$ cat src/rtl/hazard_pkg.sv
// Shared types and latency helpers for the hazard scoreboard.
// Field widths here fix the REG_AW/LAT_W the scoreboard is built with.
package hazard_pkg;

  localparam int unsigned HZ_REG_AW = 5;
  localparam int unsigned HZ_LAT_W  = 3;

  typedef struct packed {
    logic                  valid;
    logic [HZ_REG_AW-1:0]  rd;
    logic [HZ_LAT_W-1:0]   ready_cnt;
    logic [HZ_LAT_W:0]     retire_cnt;
    logic                  superseded;
  } sb_entry_t;

  // A latency of zero behaves as a single-cycle writer.
  function automatic logic [HZ_LAT_W-1:0] clamp_lat(input logic [HZ_LAT_W-1:0] lat);
    return (lat == '0) ? HZ_LAT_W'(1) : lat;
  endfunction

  // Cycles from allocation until the register file holds the result, minus one.
  function automatic logic [HZ_LAT_W:0] retire_lat(input logic [HZ_LAT_W-1:0] lat,
                                                   input int unsigned       wb_extra);
    logic [31:0] sum;
    sum = 32'(clamp_lat(lat)) + wb_extra - 32'd1;
    return (HZ_LAT_W+1)'(sum);
  endfunction

endpackage

$ cat src/rtl/hazard_sb_entry.sv
// One scoreboard entry: countdown counters, source compares and WAW checks.
// HAZARD_FORWARD_EN keeps the ready counter; otherwise RAW holds until retire.
module hazard_sb_entry
  import hazard_pkg::*;
(
  input  logic                 clk,
  input  logic                 rst,
  input  logic                 alloc,
  input  logic                 alloc_fire,
  input  sb_entry_t            alloc_entry,
  input  logic [HZ_REG_AW-1:0] rs1,
  input  logic [HZ_REG_AW-1:0] rs2,
  input  logic                 use_rs1,
  input  logic                 use_rs2,
  output logic                 busy,
  output logic                 raw_rs1_c,
  output logic                 raw_rs2_c,
  output logic                 fwd_rs1_c,
  output logic                 fwd_rs2_c,
  output logic                 waw_block_c
);

  sb_entry_t             entry;
  logic                  live;
  logic                  match_rs1;
  logic                  match_rs2;
  logic                  waw_hit;
  logic [HZ_LAT_W-1:0]   ready_nxt;
  logic [HZ_LAT_W:0]     retire_nxt;

  assign live      = entry.valid & ~entry.superseded;
  assign match_rs1 = use_rs1 & (rs1 != '0) & live & (entry.rd == rs1);
  assign match_rs2 = use_rs2 & (rs2 != '0) & live & (entry.rd == rs2);

`ifdef HAZARD_FORWARD_EN
  assign raw_rs1_c = match_rs1 & (entry.ready_cnt != '0);
  assign raw_rs2_c = match_rs2 & (entry.ready_cnt != '0);
  assign fwd_rs1_c = match_rs1 & (entry.ready_cnt == '0);
  assign fwd_rs2_c = match_rs2 & (entry.ready_cnt == '0);
  assign ready_nxt = (entry.ready_cnt != '0) ? entry.ready_cnt - HZ_LAT_W'(1) : '0;
`else
  // Without bypass the value only exists once it reaches the register file.
  logic unused_ready;
  assign unused_ready = ^entry.ready_cnt;
  assign raw_rs1_c    = match_rs1;
  assign raw_rs2_c    = match_rs2;
  assign fwd_rs1_c    = 1'b0;
  assign fwd_rs2_c    = 1'b0;
  assign ready_nxt    = '0;
`endif

  assign retire_nxt  = (entry.retire_cnt != '0) ? entry.retire_cnt - (HZ_LAT_W+1)'(1) : '0;
  assign waw_hit     = live & (entry.rd == alloc_entry.rd);
  assign waw_block_c = waw_hit & (entry.retire_cnt > alloc_entry.retire_cnt);
  assign busy        = entry.valid;

  // Countdown, free on retire, and hand ownership of rd to a younger writer.
  always_ff @(posedge clk) begin
    if (rst) begin
      entry <= '0;
    end else if (alloc) begin
      entry <= alloc_entry;
    end else if (entry.valid) begin
      entry.ready_cnt  <= ready_nxt;
      entry.retire_cnt <= retire_nxt;
      if (retire_nxt == '0) entry.valid <= 1'b0;
      if (alloc_fire && waw_hit) entry.superseded <= 1'b1;
    end
  end

endmodule

$ cat src/rtl/hazard_scoreboard.sv
// Scoreboard-based hazard controller: priority allocator, flush counter, output reduction.
// Define HAZARD_FORWARD_EN to enable bypass (fwd_rs1/fwd_rs2 and early RAW release).
module hazard_scoreboard
  import hazard_pkg::*;
#(
  parameter int unsigned REG_AW       = HZ_REG_AW,
  parameter int unsigned SB_DEPTH     = 4,
  parameter int unsigned LAT_W        = HZ_LAT_W,
  parameter int unsigned WB_EXTRA     = 2,
  parameter int unsigned FLUSH_CYCLES = 1
) (
  input  logic              clk,
  input  logic              rst,
  input  logic              id_valid,
  input  logic [REG_AW-1:0] id_rs1,
  input  logic [REG_AW-1:0] id_rs2,
  input  logic              id_use_rs1,
  input  logic              id_use_rs2,
  input  logic              id_writes,
  input  logic [REG_AW-1:0] id_rd,
  input  logic [LAT_W-1:0]  id_lat,
  input  logic              redirect,
  output logic              stall,
  output logic              flush,
  output logic              fwd_rs1,
  output logic              fwd_rs2,
  output logic              sb_full
);

  localparam int unsigned FC_W = (FLUSH_CYCLES > 1) ? $clog2(FLUSH_CYCLES) : 1;

  logic [FC_W-1:0]     flush_cnt;
  logic [SB_DEPTH-1:0] busy;
  logic [SB_DEPTH-1:0] raw_rs1;
  logic [SB_DEPTH-1:0] raw_rs2;
  logic [SB_DEPTH-1:0] hit_rs1;
  logic [SB_DEPTH-1:0] hit_rs2;
  logic [SB_DEPTH-1:0] waw_block;
  logic [SB_DEPTH-1:0] alloc_sel;
  logic                alloc_req;
  logic                alloc_fire;
  sb_entry_t           alloc_entry;

  // Payload written into the selected entry; counters already reflect one elapsed cycle.
  always_comb begin
    alloc_entry            = '0;
    alloc_entry.valid      = 1'b1;
    alloc_entry.rd         = HZ_REG_AW'(id_rd);
`ifdef HAZARD_FORWARD_EN
    alloc_entry.ready_cnt  = clamp_lat(HZ_LAT_W'(id_lat)) - HZ_LAT_W'(1);
`endif
    alloc_entry.retire_cnt = retire_lat(HZ_LAT_W'(id_lat), WB_EXTRA);
  end

  assign alloc_req  = id_valid & id_writes & (id_rd != '0);
  assign sb_full    = &busy;
  assign flush      = redirect | (flush_cnt != '0);
  assign stall      = id_valid & ~flush &
                      ((|raw_rs1) | (|raw_rs2) | (alloc_req & ((|waw_block) | sb_full)));
  assign alloc_fire = alloc_req & ~stall & ~flush;
  assign fwd_rs1    = |hit_rs1;
  assign fwd_rs2    = |hit_rs2;

  // Lowest-index free entry wins; busy is pre-update so a same-cycle free is not reused.
  always_comb begin
    logic found;
    alloc_sel = '0;
    found     = 1'b0;
    for (int i = 0; i < SB_DEPTH; i++) begin
      if (!busy[i] && !found) begin
        alloc_sel[i] = alloc_fire;
        found        = 1'b1;
      end
    end
  end

  // A redirect (re)starts the hold so back-to-back redirects extend the flush.
  always_ff @(posedge clk) begin
    if (rst) begin
      flush_cnt <= '0;
    end else if (redirect) begin
      flush_cnt <= FC_W'(FLUSH_CYCLES - 1);
    end else if (flush_cnt != '0) begin
      flush_cnt <= flush_cnt - FC_W'(1);
    end
  end

  for (genvar i = 0; i < SB_DEPTH; i++) begin : g_entry
    hazard_sb_entry u_entry (
      .clk         (clk),
      .rst         (rst),
      .alloc       (alloc_sel[i]),
      .alloc_fire  (alloc_fire),
      .alloc_entry (alloc_entry),
      .rs1         (HZ_REG_AW'(id_rs1)),
      .rs2         (HZ_REG_AW'(id_rs2)),
      .use_rs1     (id_use_rs1),
      .use_rs2     (id_use_rs2),
      .busy        (busy[i]),
      .raw_rs1_c   (raw_rs1[i]),
      .raw_rs2_c   (raw_rs2[i]),
      .fwd_rs1_c   (hit_rs1[i]),
      .fwd_rs2_c   (hit_rs2[i]),
      .waw_block_c (waw_block[i])
    );
  end

endmodule

$ cat config.mk
export PLATFORM = sky130hd
export DESIGN_NAME = hazard_scoreboard
export DESIGN_NICKNAME = d
export VERILOG_FILES = /design/src/rtl/hazard_pkg.sv /design/src/rtl/hazard_sb_entry.sv /design/src/rtl/hazard_scoreboard.sv
export SDC_FILE = /design/constraint.sdc
export NUM_CORES = 1
export LEC_CHECK = 0
export BUFFER_PORTS_ARGS = -buffer_cell sky130_fd_sc_hd__buf_2
export CORE_UTILIZATION = 61
export DETAILED_ROUTE_END_ITERATION = 10
export GPL_TIMING_DRIVEN = 0
export HOLD_SLACK_MARGIN = 0.02
export MAX_ROUTING_LAYER = met4
export PLACE_DENSITY = 0.82
export SYNTH_ARGS = -nofsm -noshare
export SYNTH_HDL_FRONTEND = slang
export SYNTH_SLANG_ARGS = --single-unit
$ cat constraint.sdc
create_clock -name clk -period 3.6 [get_ports clk]
set_clock_uncertainty 0.05 [all_clocks]
set_input_delay 0.18 -clock clk [delete_from_list [all_inputs] [get_ports clk]]
set_output_delay 0.18 -clock clk [all_outputs]
set_load 0.02 [all_outputs]
; ---- Word level (Yosys, flattened, before mapping)
; Index checks and enable logic that the tools add are counted.
[totals]
latchBits = 0
mem_count = 0
romBits = 0
ram_bits = 0
ff_bits = 45
input_bits = 25
output_inout_bits = 5
wordCells = 165
[op_classes]
shifts = 0
div = 0
multipliers = 0
muxes = 36
order_cmp = 4
eq_ne = 12
n_reduce_logical = 41
bitwise_logic = 48
n_addsub = 7
[ops]
columns = cell, count
row1 = 5-bit == test, 12
row2 = 5-bit two-way mux, 8
row3 = 1-bit AND, 37
row4 = 1-bit two-way mux, 23
row5 = "4-bit by 1-bit subtractor with 4-bit output, second input constant", 5
row6 = 4-bit > comparator, 4
row7 = 4-bit zero test, 4
row8 = 4-bit two-way mux, 4
row9 = 4-bit nonzero test, 4
row10 = 5-bit nonzero test, 3
row11 = 4-bit OR reduction, 3
row12 = 2-bit AND reduction, 4
row13 = 2-bit nonzero test, 4
row14 = 2-bit OR reduction, 4
row15 = 1-bit logical AND, 7
row16 = 1-bit inverter, 7
row17 = 1-bit zero test, 5
row18 = "3-bit by 2-bit adder with 4-bit output, second input constant", 1
row19 = 1-bit OR, 4
row20 = 4-bit AND reduction, 1
row21 = 3-bit zero test, 1
row22 = 3-bit two-way mux, 1
row23 = 3-bit OR reduction, 1
row24 = "1-bit subtractor, second input constant", 1

; ---- Longest topological paths before layout
; Gate-level depths: netlist (run 1).
[logic_depth]
depth_word = 18
ltp_mapped = 12
ltp_nobuf = 10

; ---- Modules after synthesis
; From an unflattened synthesis (run 1), not the netlist that was laid out.
[unflattened]
cells_unflattened = 438
hier_area_um2 = 3684.8
[by_module_without_submodules]
columns = mod, area_each_um2, cells_each, instances, seq_area_each_um2
row1 = hazard_sb_entry, 860.8, 101, 4, 220.2
row2 = hazard_scoreboard, 241.5, 34, 1, 20.0

; ---- Worst setup path after synthesis (run 1)
; OpenSTA, ideal clock, no wires.
[synth_path]
path_type = input port to flip-flop
start = input id_lat[2]
end = register g_entry[3].u_entry.entry[4] in the netlist's numbering
path_buffers = 2
required_time_ns = 3.418
slack_ns = 0.832
t_arrival_ns = 2.586
stages = 11
setup_time_ns = 0.132
cell_sequence = and3_1 > clkbuf_1 > inv_1 > ha_1 > o211a_1 > o311ai_2 > o211ai_4 > or4_4 > buf_6 > mux2i_1 > a21oi_1
[synth_between]
elab_chain_cells = 16
elab_cells_between_ends = 23
classes_between = 2 x add/sub / 4 x order compare / 3 x mux / 11 x bitwise / 3 x reduce/logical
[synth_lines]
columns = element, line
row1 = from (decl), hazard_scoreboard.sv:21  ; input logic [LAT_W-1:0] id_lat,
row2 = 3-bit zero test, hazard_pkg.sv:18  ; return (lat == '0) ? HZ_LAT_W'(1) : lat;
row3 = 3-bit two-way mux (*), hazard_pkg.sv:18
row4 = 3-bit by 2-bit adder with 4-bit output (*), hazard_pkg.sv:25  ; sum = 32'(clamp_lat(lat)) + wb_extra - 32'd1;
row5 = 4-bit by 1-bit subtractor with 4-bit output (*), hazard_pkg.sv:25
row6 = 4-bit > comparator, hazard_sb_entry.sv:54  ; assign waw_block_c = waw_hit & (entry.retire_cnt > alloc_entry.retire_cnt);
row7 = 1-bit AND, hazard_sb_entry.sv:54
row8 = 4-bit OR reduction, hazard_scoreboard.sv:59  ; ((|raw_rs1) | (|raw_rs2) | (alloc_req & ((|waw_block) | sb_full)));
row9 = 1-bit OR, hazard_scoreboard.sv:59
row10 = 1-bit AND, hazard_scoreboard.sv:59
row11 = 1-bit OR, hazard_scoreboard.sv:59
row12 = 1-bit AND, hazard_scoreboard.sv:58  ; assign stall = id_valid & ~flush &
row13 = 1-bit inverter, hazard_scoreboard.sv:60  ; assign alloc_fire = alloc_req & ~stall & ~flush;
row14 = 1-bit AND (2 in a row), hazard_scoreboard.sv:60
row15 = 1-bit two-way mux, hazard_scoreboard.sv:70  ; if (!busy[i] && !found) begin
row16 = 5-bit two-way mux or 2-bit nonzero test (tied branches), --
row17 = to (signal assigned), hazard_sb_entry.sv:62  ; entry <= alloc_entry;
row18 = to (decl), hazard_sb_entry.sv:23  ; sb_entry_t entry;
; Every way passes the cells marked *; elsewhere a longest branch is shown, timed or not.
; A chain may end at the register's enable or synchronous reset.

; ---- Worst setup path after layout (run 1)
[layout_path]
start = input id_lat[1]
end = output stall
[layout_between]
elab_chain_cells = 11
elab_cells_between_ends = 17
classes_between = 2 x add/sub / 4 x order compare / 1 x mux / 8 x bitwise / 2 x reduce/logical
[layout_lines]
columns = element, line
row1 = 3-bit zero test, hazard_pkg.sv:18
row2 = 3-bit two-way mux (*), hazard_pkg.sv:18
row3 = 3-bit by 2-bit adder with 4-bit output (*), hazard_pkg.sv:25
row4 = 4-bit by 1-bit subtractor with 4-bit output (*), hazard_pkg.sv:25
row5 = 4-bit > comparator, hazard_sb_entry.sv:54
row6 = 1-bit AND, hazard_sb_entry.sv:54
row7 = 4-bit OR reduction (*), hazard_scoreboard.sv:59
row8 = 1-bit OR (*), hazard_scoreboard.sv:59
row9 = 1-bit AND (*), hazard_scoreboard.sv:59
row10 = 1-bit OR (*), hazard_scoreboard.sv:59
row11 = 1-bit AND (*), hazard_scoreboard.sv:58
row12 = to (decl), hazard_scoreboard.sv:23  ; output logic stall,
; Marked as above.

==> flow_summary.json, run 1 <==
{
  "cts_tree": "yes",
  "hpwlAfterDp_um": 6895,
  "ys_types": 58,
  "slowest_stage": "clkbuf_1",
  "h-tree-depth": 2,
  "grtUsageMet2_pct": 52.09,
  "rows": 27,
  "path_class": "in2out",
  "die_w_um": 78.75,
  "antennaDiodeCount": 0,
  "p_leak_nw": 1.367,
  "start_util_pct": 64.08,
  "slew_headroom_pct": 43.53,
  "hold_violations": 0,
  "cts-root-buf": "clkbuf_8",
  "vias": 3425,
  "rsz0062_at_grt": "false",
  "synth_ff_type": "dfxtp_1",
  "numCtsBuffers": 5,
  "dieArea_um2": 6202,
  "io_buffers": 12,
  "clk_pin_slew_worst_paths_ns": 0.09,
  "powerDensity_nw_per_um2": 273.9,
  "finalSetupViolCount": 0,
  "die_height_um": 78.75,
  "cts_hold_buf": 0,
  "drt_iter0_drc": 283,
  "crit_path_end_kind": "primary output",
  "required_ns": 3.37,
  "ios": 30,
  "final_util_pct": 68.88,
  "routed_wl_um": 9644,
  "grt_util_met1_pct": 43.12,
  "arrival_ns": 3.17,
  "grt_pass1_vias": 3147,
  "syn_area_um2": 3593,
  "dr.pass1.iters": 5,
  "tns_ns": 0,
  "ant_nets": 0,
  "worst_slew_pin_slew_ns": 0.8470,
  "via_per_inst": 6.343,
  "antenna_found_initial": 0,
  "grt_first_pass_wirelength_um": 15510,
  "track_usage_pct": 33.08,
  "final_nets": 500,
  "synth_warnings": 0,
  "area_growth_pct": 7.486,
  "path_max_fanout": 10,
  "gr-total-overflow": 0,
  "coreArea_um2": 5608,
  "clock.fmax_mhz": 293.9,
  "layout_min_cycle_time_ns": 3.403,
  "place_congestion": 0.9756,
  "outcome": "finished, final reports clean",
  "final_cell_mix": "51 x xnor2_1, 45 x dfxtp_1, 37 x nor2_1, 30 x mux2i_1, 25 x clkbuf_1",
  "route.detailed.wl_per_inst_um": 17.86,
  "synth_cells": 446,
  "grt_start_max_net_pins": 15,
  "cts_buffer_depth": 2,
  "synth_edf_count": 0,
  "cts_resized": 0,
  "clk_latency_ns": 0.31,
  "ir_drop_v": 0.0001809,
  "synth_seq_cells": 45,
  "path_cells": "buf_2 -> and3_1 -> clkbuf_1 -> inv_1 -> ha_1 -> o21ai_0 -> o31ai_1 -> mux2i_1 -> o211ai_4 -> nor3_1 -> or2_2 -> a21oi_1 -> buf_2",
  "synth_seq_area_share_pct": 25.07,
  "nFillCells": 492,
  "min_path_type": "in2reg",
  "grtUsageMet3_pct": 4.483,
  "maxSlewViolCount": 0,
  "cts_setup_buffers": 0,
  "syn_area_per_cell_um2": 8.057,
  "finalCritPeriodShare_pct": 94.51,
  "top_usage_layer": "met2",
  "maxCapViolations": 0,
  "setup.worst_path.start_class": "input port",
  "async_flop_share_pct": 0,
  "mostFrequentLayoutCell": "xnor2_1",
  "max_stage_delay_ns": 0.46,
  "layout-drive-gt1-share_pct": 11.32,
  "clock-sinks": 45,
  "cpMostUsedCell": "buf_2",
  "route.detailed.drc": 0
}
-- layer usage --
metal | vias to the layer above | wire (um)
met5 | - | 0
met4 | 0 | 212
met3 | 25 | 580
met2 | 144 | 4607
met1 | 1635 | 4243
li1 | 1621 | -
-- registers in the layout, indices dropped and copies added (netlist names) --
| name | cells |
|---|---|
| g_entry.u_entry.entry | 40 |
| g_entry.u_entry.busy | 4 |
| flush_cnt | 1 |
-- cells in the mapped netlist (all sizes together), types with 9 or more instances --
library cell	number	area, um2
xnor2	51	446.7
dfxtp	45	900.9
nor2	37	138.9
mux2i	30	300.3
clkbuf	24	90.09
nand2	24	90.09
nor3	23	115.1
a21oi	22	110.1
inv	16	60.06
xor2	16	140.1
buf	14	81.32
nand4	13	81.33
nand2b	12	75.07
o21ai	12	60.06
a31oi	10	62.56
a211oi	9	67.56
-- metrics by stage --
| stage | hold WS, ns | setup WS [ns] | total power, W | cells | cell area [um2] |
|---|---|---|---|---|---|
| after floorplan | 0.3108 | 0.8321 | 0.0006291 | 448 | 3601 |
| after global placement | 0.4387 | 0.09516 | 0.0006618 | 532 | 3751 |
| after detailed placement | 0.4506 | 0.02068 | 0.0006670 | 532 | 3751 |
| after CTS | 0.1543 | 0.2813 | 0.001054 | 540 | 3862 |
| after global routing | 0.1992 | 0.06369 | 0.001086 | 540 | 3862 |
| final | 0.1581 | 0.1975 | 0.001058 | 540 | 3862 |
-- final cells by class --
type	count	area [um2]	share of cell area, %
buffer	38	171.4	4.438
clock buffer	6	72.57	1.879
clock inverter	2	38.79	1.004
inverter	16	60.06	1.555
multi-input combinational	349	2469	63.91
sequential	45	900.9	23.32
tap	72	90.09	2.332
timing repair buffer	12	60.06	1.555
-- logic make-up after synthesis --
family          count (synthesis)  synth area share (%)
simple gates                  157                 24.83
compound gates                 84                 16.09
fa+ha+maj                       8                 2.786
flops                          45                 25.07
buf+inv                        54                 6.441
mux                            30                 8.357
xor+xnor                       67                 16.33
other cells                     1                0.1044
-- critical path: cells and delay by family --
kind	cells	cell delay, ns
fa+ha+maj	1	0.37
buf+inv	4	1.08
mux	1	0.18
simple gates	3	0.53
compound gates	4	0.84
-- power by group --
part           total, W  switching, W  internal [W]
Sequential     0.000505    0.00000437      0.000500
Combinational  0.000157     0.0000980     0.0000589
Clock          0.000396      0.000188      0.000209
-- path summary, 6_finish.rpt --
check	startpoint	to	slack (ns)	cells past startpoint
min	rst	g_entry[0].u_entry.entry[2]	0.16	3
min reg2reg	g_entry[2].u_entry.entry[0]	g_entry[2].u_entry.entry[0]	0.47	2
max reg2reg	g_entry[2].u_entry.entry[3]	g_entry[2].u_entry.entry[1]	0.64	10
max	id_lat[1]	stall	0.20	13
Note: power is estimated with default switching activity, not from simulation.
==> inputs of run 2 (changes only) <==
SETUP_SLACK_MARGIN = 0.2   (was unset)
==> run 2 against run 1 <==
Effect of this change: critical path type unchanged; largest power group unchanged; setup slack better by 0.31 ns; sequential power about the same; sequential share of layout area about the same.
==> flow_summary.json, run 2 (synthesized netlist as in run 1, its figures left out) <==
{
  "vias": 3399,
  "reg2regPathDepth": 10,
  "numCtsBuffers": 5,
  "mostFrequentLayoutCell": "xnor2_1",
  "crit_path_end_kind": "primary output",
  "min_path_type": "in2reg",
  "finalCritPeriodShare_pct": 85.94,
  "grtUsageMet3_pct": 4.483,
  "grt_pass1_vias": 3147,
  "path_max_fanout": 10,
  "gr-total-overflow": 0,
  "grt_start_max_net_pins": 15,
  "routed_wl_um": 9581,
  "placed_area_um2": 3751,
  "powerDensity_nw_per_um2": 273.5,
  "largest_register": "g_entry.u_entry.entry",
  "hold_violations": 0,
  "place_congestion": 0.9756,
  "holdPathStages": 3,
  "worst_slew_pin_slew_ns": 0.8463,
  "io_buffers": 12,
  "total_power_w": 0.001057,
  "nFillCells": 492,
  "layout-drive-gt1-share_pct": 11.54,
  "cts_hold_buf": 0,
  "final_nets": 500,
  "maxSlewViolCount": 0,
  "setup.worst_path.start_class": "input port",
  "dieArea_um2": 6202,
  "slew_headroom_pct": 43.58,
  "route.detailed.wl_per_inst_um": 17.74,
  "track_usage_pct": 33.08,
  "grt_first_pass_wirelength_um": 15510,
  "p_leak_nw": 1.371,
  "cts-root-buf": "clkbuf_8",
  "largest_reg_flops": 40,
  "ant_nets": 0,
  "area_growth_pct": 7.521,
  "clock.fmax_mhz": 323.2,
  "coreArea_um2": 5608,
  "route.detailed.drc": 0,
  "cts_buffer_depth": 2,
  "h-tree-depth": 2,
  "dr.pass1.iters": 5,
  "layout_min_cycle_time_ns": 3.094,
  "ios": 30,
  "r2r-end": "g_entry[2].u_entry.entry[1]",
  "r2r_start": "g_entry[2].u_entry.entry[3]",
  "grt_util_met1_pct": 43.12,
  "drt_iter0_drc": 282,
  "cts_tree": "yes",
  "die_height_um": 78.75,
  "required_ns": 3.37,
  "start_util_pct": 64.08,
  "clk_latency_ns": 0.31,
  "arrival_ns": 2.86,
  "outcome": "finished, final reports clean",
  "clock-sinks": 45,
  "rows": 27,
  "tns_ns": 0,
  "reg2reg_slack_ns": 0.64,
  "fin_cells": 540,
  "antenna_found_initial": 0,
  "top_usage_layer": "met2",
  "min_to": "g_entry[0].u_entry.entry[2]",
  "ir_drop_v": 0.0001806,
  "die_w_um": 78.75,
  "rsz0062_at_grt": "false",
  "antennaDiodeCount": 0,
  "final_area_um2": 3864,
  "maxCapViolations": 0,
  "hp-start": "rst",
  "final_cell_mix": "51 x xnor2_1, 45 x dfxtp_1, 37 x nor2_1, 30 x mux2i_1",
  "dpl.cell_count": 532,
  "finalSetupViolCount": 0,
  "path_class": "in2out",
  "clk_pin_slew_worst_paths_ns": 0.09,
  "fin_hold_ws_ns": 0.1578,
  "via_per_inst": 6.294,
  "grtUsageMet2_pct": 52.09,
  "hpwlAfterDp_um": 6895
}
==> run 2: cell count changes in the layout (fill, tap and decap cells not counted) <==
cell,before,now
clkbuf_1,25,24
clkbuf_2,0,1
==> run 2: worst max-delay path, cell delays in order <==
cell and delay (ns):
buf_2 0.13, and3_1 0.18, clkbuf_2 0.27, inv_1 0.20, ha_1 0.34, o21ai_0 0.09
o31ai_1 0.22, mux2i_1 0.18, o211ai_4 0.34, nor3_1 0.08, or2_2 0.27, a21oi_1 0.18
buf_2 0.20
==> run 2: worst max-delay path by stage <==
| stage | cells after the start | startpoint | to | slack (ns) |
|---|---|---|---|---|
| global route | 13 | id_lat[2] | g_entry[1].u_entry.entry[1] | 0.35 |
| CTS | 13 | id_lat[1] | stall | 0.28 |
| detailed placement | 13 | id_lat[1] | g_entry[2].u_entry.entry[1] | 0.02 |
| global placement | 13 | id_lat[1] | g_entry[2].u_entry.entry[1] | 0.1 |
| finish | 13 | id_lat[1] | stall | 0.51 |
| floorplan | 11 | id_lat[2] | g_entry[3].u_entry.entry[4] | 0.83 |
==> run 2: power breakdown <==
group          internal [W]  total (W)  switching, W
registers          0.000500   0.000505    0.00000432
clock network      0.000209   0.000395      0.000187
logic             0.0000590   0.000157     0.0000976
total              0.000768    0.00106      0.000289
==> run 2: cell type report <==
cell class / instances / area [um2] / share of cell area, %
buffer: 38 / 172.7 / 4.469
timing repair buffer: 12 / 60.06 / 1.554
tap: 72 / 90.09 / 2.332
multi-input combinational: 349 / 2469 / 63.89
inverter: 16 / 60.06 / 1.554
clock inverter: 2 / 38.79 / 1.004
clock buffer: 6 / 72.57 / 1.878
sequential: 45 / 900.9 / 23.32
==> run 2: metrics by stage <==
| stage | setup slack, ns | util, % |
|---|---|---|
| after floorplan | 0.8321 | - |
| after global placement | 0.09516 | 66.89 |
| after detailed placement | 0.02068 | 66.89 |
| after CTS | 0.2813 | 68.88 |
| after global routing | 0.3519 | 68.90 |
| final | 0.5062 | 68.90 |
==> run 2: routing by layer <==
layer | vias up | wire, um | part of all wire [%]
met5 | - | 0 | 0
met4 | 0 | 184 | 1.9
met3 | 21 | 700 | 7.3
met2 | 140 | 4548 | 47
met1 | 1621 | 4147 | 43
li1 | 1617 | - | -
==> run 2: timing repair <==
| action | 4_1_cts | 5_1_grt |
|---|---|---|
| setup endpoints to repair | 0 | 18 |
| resized for setup | 0 | 2 |
| buffers inserted | 0 | 0 |
| hold endpoints to repair | 0 | 0 |
